`config.mk`:
```
export PLATFORM = sky130hd
export DESIGN_NAME = pipeline_stall_ctrl
export DESIGN_NICKNAME = d
export VERILOG_FILES = /design/src/rtl/pipeline_stall_ctrl.sv
export SDC_FILE = /design/constraint.sdc
export NUM_CORES = 1
export LEC_CHECK = 0
export BUFFER_PORTS_ARGS = -buffer_cell sky130_fd_sc_hd__buf_2
export CORE_AREA = 2 2 87 89
export DETAILED_ROUTE_END_ITERATION = 16
export DIE_AREA = 0 0 89 91
export PLACE_DENSITY = 0.82
export SYNTH_ARGS = -nofsm -noshare
export SYNTH_HDL_FRONTEND = slang
export SYNTH_SLANG_ARGS = --single-unit
```
`constraint.sdc`:
```
create_clock -name clk -period 2.58 [get_ports clk]
set_clock_uncertainty 0.05 [all_clocks]
set_input_delay 0.129 -clock clk [delete_from_list [all_inputs] [get_ports clk]]
set_output_delay 0.129 -clock clk [all_outputs]
set_load 0.01 [all_outputs]
```
`src/rtl/pipeline_stall_ctrl.sv`:
```
// -----------------------------------------------------------------------------
// pipeline_stall_ctrl
//
// Central hazard/stall controller for the 5-stage core (IF, ID, EX, MEM, WB).
// Every inter-stage pipeline register k takes stall[k] as its own hold and
// stall[k+1] as the hold of the stage it feeds. A stall request from stage s
// therefore freezes every stage from IF up to s and lets a bubble into s+1.
//
// MEM-stage exceptions (and ERET) are sequenced through a small FSM. If the
// exception arrives while a data-cache miss is in flight, the FSM waits for
// the miss to finish. Only then does it issue the one-cycle flush/redirect.
// A redirect therefore never overtakes an outstanding memory access.
//
// Optional feature (macro PIPELINE_STALL_PERF_EN):
//   defined   : stall_cycles / flush_count performance counters are built.
//   undefined : both counter outputs are constant 0 and no counter flops exist.
//
// Parameters
//   ADDR_WIDTH   width of the redirect target PC
//   CNT_WIDTH    width of the performance counters
//
// Ports
//   clk             in   core clock, rising edge
//   rst             in   asynchronous reset, active-high
//   req_if          in   fetch stall request (I-cache miss)
//   req_id          in   decode stall request (load-use hazard)
//   req_ex          in   execute stall request (mul/div busy)
//   req_mem         in   memory stall request (D-cache miss / uncached)
//   exc_valid       in   exception/ERET committed at MEM (1-cycle pulse)
//   exc_target      in   redirect PC, qualified by exc_valid
//   stall[4:0]      out  per-stage hold, bit0=IF .. bit4=WB (combinational)
//   flush           out  clear all stage registers IF..MEM (registered)
//   redirect_valid  out  PC redirect strobe to fetch (registered)
//   redirect_pc     out  redirect PC (registered, 0 when not redirecting)
//   stall_cycles    out  cycles with IF held, excluding flush cycles
//   flush_count     out  number of flush cycles issued
// -----------------------------------------------------------------------------
module pipeline_stall_ctrl #(
  parameter int ADDR_WIDTH = 32,
  parameter int CNT_WIDTH  = 32
) (
  input  logic                  clk,
  input  logic                  rst,
  input  logic                  req_if,
  input  logic                  req_id,
  input  logic                  req_ex,
  input  logic                  req_mem,
  input  logic                  exc_valid,
  input  logic [ADDR_WIDTH-1:0] exc_target,
  output logic [4:0]            stall,
  output logic                  flush,
  output logic                  redirect_valid,
  output logic [ADDR_WIDTH-1:0] redirect_pc,
  output logic [CNT_WIDTH-1:0]  stall_cycles,
  output logic [CNT_WIDTH-1:0]  flush_count
);

  typedef enum logic [1:0] {
    IDLE     = 2'd0,
    WAIT_MEM = 2'd1,
    FLUSH    = 2'd2
  } state_e;

  state_e                state_q, state_d;
  logic [ADDR_WIDTH-1:0] target_q, target_d;
  logic                  flush_q, flush_d;
  logic [ADDR_WIDTH-1:0] redirect_pc_q, redirect_pc_d;
  logic [4:0]            stall_req;

  // ---------------------------------------------------------------------------
  // Stall priority: the highest-index requesting stage s holds stages 0..s.
  // WB (bit 4) is never held.
  // ---------------------------------------------------------------------------
  always_comb begin
    // NOTE: every output of a combinational block gets a default first, so
    // no path through the if-chain can leave it unassigned and infer a latch.
    stall_req = 5'b00000;
    if (req_mem) begin
      stall_req = 5'b01111;
    end else if (req_ex) begin
      stall_req = 5'b00111;
    end else if (req_id) begin
      stall_req = 5'b00011;
    end else if (req_if) begin
      stall_req = 5'b00001;
    end
  end

  // The flush cycle empties IF..MEM, so holding anything then is meaningless;
  // reset also forces the vector low without waiting for a clock edge.
  assign stall = (rst || (state_q == FLUSH)) ? 5'b00000 : stall_req;

  // ---------------------------------------------------------------------------
  // Exception sequencing FSM: next state and registered-output next values.
  // ---------------------------------------------------------------------------
  always_comb begin
    state_d  = state_q;
    target_d = target_q;

    unique case (state_q)
      IDLE: begin
        if (exc_valid) begin
          target_d = exc_target;
          // An in-flight D-cache miss must drain before the redirect.
          state_d  = req_mem ? WAIT_MEM : FLUSH;
        end
      end
      WAIT_MEM: begin
        // exc_valid is ignored here: the pending flush will kill MEM anyway.
        if (!req_mem) begin
          state_d = FLUSH;
        end
      end
      FLUSH: begin
        state_d = IDLE;
      end
      default: begin
        state_d = IDLE;
      end
    endcase

    // The strobes are registered copies of "entering FLUSH", so they are
    // high for exactly the one cycle the FSM spends in FLUSH.
    flush_d       = (state_d == FLUSH);
    redirect_pc_d = flush_d ? target_d : '0;
  end

  // NOTE: sequential state is written with non-blocking assignments so every
  // flop samples the pre-edge values regardless of statement order.
  always_ff @(posedge clk or posedge rst) begin
    if (rst) begin
      state_q       <= IDLE;
      target_q      <= '0;
      flush_q       <= 1'b0;
      redirect_pc_q <= '0;
    end else begin
      state_q       <= state_d;
      target_q      <= target_d;
      flush_q       <= flush_d;
      redirect_pc_q <= redirect_pc_d;
    end
  end

  assign flush          = flush_q;
  assign redirect_valid = flush_q;
  assign redirect_pc    = redirect_pc_q;

  // ---------------------------------------------------------------------------
  // Performance counters (optional). Both wrap naturally at 2^CNT_WIDTH.
  // ---------------------------------------------------------------------------
`ifdef PIPELINE_STALL_PERF_EN
  logic [CNT_WIDTH-1:0] stall_cycles_q, stall_cycles_d;
  logic [CNT_WIDTH-1:0] flush_count_q, flush_count_d;

  always_comb begin
    stall_cycles_d = stall_cycles_q;
    flush_count_d  = flush_count_q;
    if (stall[0] && (state_q != FLUSH)) begin
      stall_cycles_d = stall_cycles_q + 1'b1;
    end
    if (flush_q) begin
      flush_count_d = flush_count_q + 1'b1;
    end
  end

  always_ff @(posedge clk or posedge rst) begin
    if (rst) begin
      stall_cycles_q <= '0;
      flush_count_q  <= '0;
    end else begin
      stall_cycles_q <= stall_cycles_d;
      flush_count_q  <= flush_count_d;
    end
  end

  assign stall_cycles = stall_cycles_q;
  assign flush_count  = flush_count_q;
`else
  assign stall_cycles = '0;
  assign flush_count  = '0;
`endif

endmodule

```
==> results.tsv <==
metric	value	unit
outcome	finished clean	
pre-CTS WS	0.937	ns
fin nets	430	
vias in the first global route	2024	
Slew HR	44.4	%
Iter 0 DRT Violations	98	
placed insts	455	
final WL	6020	um
routed vias	2201	
post-synth top area share	51.6	%
clock buffer count from CTS	9	
Arrival @ worst endpoint	1.52	ns
first-pass iteration count of the detailed router	4	
clock sinks	67	
GP Congestion	0.694	
setup TNS	0	ns
synthesized flop and latch total	67	
max-cap viol count	0	
Vias per Instance	4.46	
VDD IR-drop max	0.000286	V
clock root buffer master	clkbuf_8	
# IOs	142	
Die Ht	91	um
setup violators final	0	
Post-Layout Cell Count	493	
Top Family by Delay on Critical Path	flip-flops	
Worst-Skew Late Latency	0.32	ns
Final ANT Viol Nets	0	
largest net degree at the start of global routing	68	
reg2reg path depth	3	
worst-path maximum fanout	28	
CP required	2.40	ns
Reg clk slew, reported paths	0.06	ns
CP max-delay cell	dfrtp_2	
Die Width	89	um
first-pass GRT wire length	9470	um
CP Class	reg2out	
CP cell instances	nor2b_1 -> nor3_1 -> buf_2	
share of the yosys chip area belonging to registers	51.6	%
PwrDens	619	nW/um^2
reg-to-reg endpoint	target_q[8]$_DFF_PP0_	
placed wire-length estimate	3830	um
Hold Violations, Final	0	
antenna cell count	0	
path category of the worst min-delay check	in2reg	
cell area after synthesis	3250	sq um
PortBufs	76	
reg2reg setup slack	0.94	ns
RSZ-0062 raised after global routing	no	
share of the clock period used by the worst path	65.7	%
hold path depth	2	
Worst Setup Start Kind	register	
Fillers	666	
minimum clock period	1.69	ns
WHS Endpoint	target_q[16]$_DFF_PP0_	
Syn Area/Cell	11.0	sq um
placed cell area	3440	sq um
Rows	31	
Initial Util	45.5	%
CTS HTree Levels	3	
CTS tree	yes	
cell taking the most area after synthesis	dfrtp_1	
initial antenna violation count	0	
cell area after layout	3820	sq um
Core Area	7140	sq um
area delta synth->final	17.7	%
Peak Freq	590	MHz
setup ws final	0.886	ns
synth warn	0	
hold_sp	exc_target[16]	
r2r startpoint	state_q[0]$_DFF_PP0_	
post-CTS resize count	0	
Leakage	1.89	nW
layout cells sized above 1	32.5	%
global-route usage over all layers	15.1	%
post-layout util	53.6	%
CP Capture Type	output pin	
grt ovf	0	
DRC	0	
synth unique cells	20	
Post-Synthesis Cells	295	
Max stage delay on crit path	0.63	ns
CTS Buffer Depth	2	
max-slew violation count	0	
crit path buf inv count	1	
die area	8100	sq um
drt wl/cell	12.2	um
Worst Max-Slew Pin Slew	0.833	ns
Synth area leaders	dfrtp_1 (52%), buf_4 (15%), mux2_2 (10%), nand3b_1 (7.4%), a21oi_1 (4.9%)	
per-layer routing:
layer  track usage (%)  up-vias  routed length, um
met2              23.9       97               2850
met4              5.22        0                 56
met5                 0        -                  0
met3              4.91        4                432
met1              19.3     1067               2680
li1                  -     1033                  -
placed cells by master, fill, tap and decap left out:
cell type,count
nor4_1,1
dfrtp_2,1
mux2_2,30
nor3b_1,2
a21oi_1,32
clkbuf_8,9
nand2_1,32
nor3_1,4
clkbuf_1,1
mux2_1,2
nor2_1,4
inv_2,1
dlygate4sd3_1,24
dfrtp_1,66
conb_1,65
or2_2,1
buf_4,5
nor2b_1,1
nand3b_1,32
nor3b_4,1
clkinv_2,4
buf_2,76
report_power, final:
group	switching, W	total [W]	internal [W]
clock network	0.000349	0.000680	0.000331
logic	0.000226	0.000432	0.000206
registers	0.0000695	0.00125	0.00119
worst max path at each step:
stage	endpoint	slack (ns)	startpoint	cells after the start
6_report	stall[1]	0.89	state_q[0]$_DFF_PP0_	3
5_1_grt	stall[1]	0.68	state_q[0]$_DFF_PP0_	3
4_1_cts	stall[1]	0.84	state_q[0]$_DFF_PP0_	3
3_5_place_dp	target_q[8]$_DFF_PP0_	0.94	state_q[0]$_DFF_PP0_	3
3_3_place_gp	target_q[16]$_DFF_PP0_	0.97	state_q[0]$_DFF_PP0_	3
2_1_floorplan	flush$_DFF_PP0_	0.72	rst	1
cells in the mapped netlist:
master	number
nor3_1	4
nor2b_1	1
mux2_2	30
nor2_1	4
or2_2	1
mux2_1	2
a21oi_1	32
nand3b_1	32
nand2_1	32
buf_6	3
nor4_1	1
conb_1	1
inv_1	1
buf_4	67
buf_1	2
nor3b_1	2
dfrtp_1	67
clkbuf_1	6
nor3b_4	1
buf_2	6
worst register-to-register path, delay by kind of cell, from the launching register on:
family	cells	cell delay, ns
mux	1	0.38
buf+inv	1	0.30
flops	1	0.56
simple gates	1	0.24
layout make-up:
type	count	area, sq um	area share (%)
Clock inverter	4	20.0	0.524
Tap cell	99	124	3.24
Clock buffer	10	128	3.34
Timing Repair Buffer	105	658	17.2
Sequential cell	67	1680	43.9
Inverter	1	3.75	0.0982
Multi-Input combinational cell	207	1210	31.7
logic make-up after synthesis:
| group | synth area share [%] |
|---|---|
| compound gates | 4.93 |
| other cells | 0.115 |
| simple gates | 13.8 |
| flops | 51.6 |
| mux | 11.1 |
| buf+inv | 18.5 |
sequential cells by signal (all words and copies together), names as in the netlist:
signal,flops
flush,1
target_q,32
state_q,2
redirect_pc,32
timing repair:
action / CTS / global route
endpoints found under the setup margin: 0 / 0
hold endpoints to repair: 19 / 5
hold buffers: 19 / 5
buffers inserted: 0 / 0
per-stage QoR:
step	hold WS, ns	power (W)
CTS	0.00158	0.00239
detailed placement	0.334	0.00168
floorplan	0.214	0.00163
global route	0.00161	0.00250
global placement	0.321	0.00166
finish	0.0145	0.00237
Note: power is estimated with default switching activity, not from simulation.
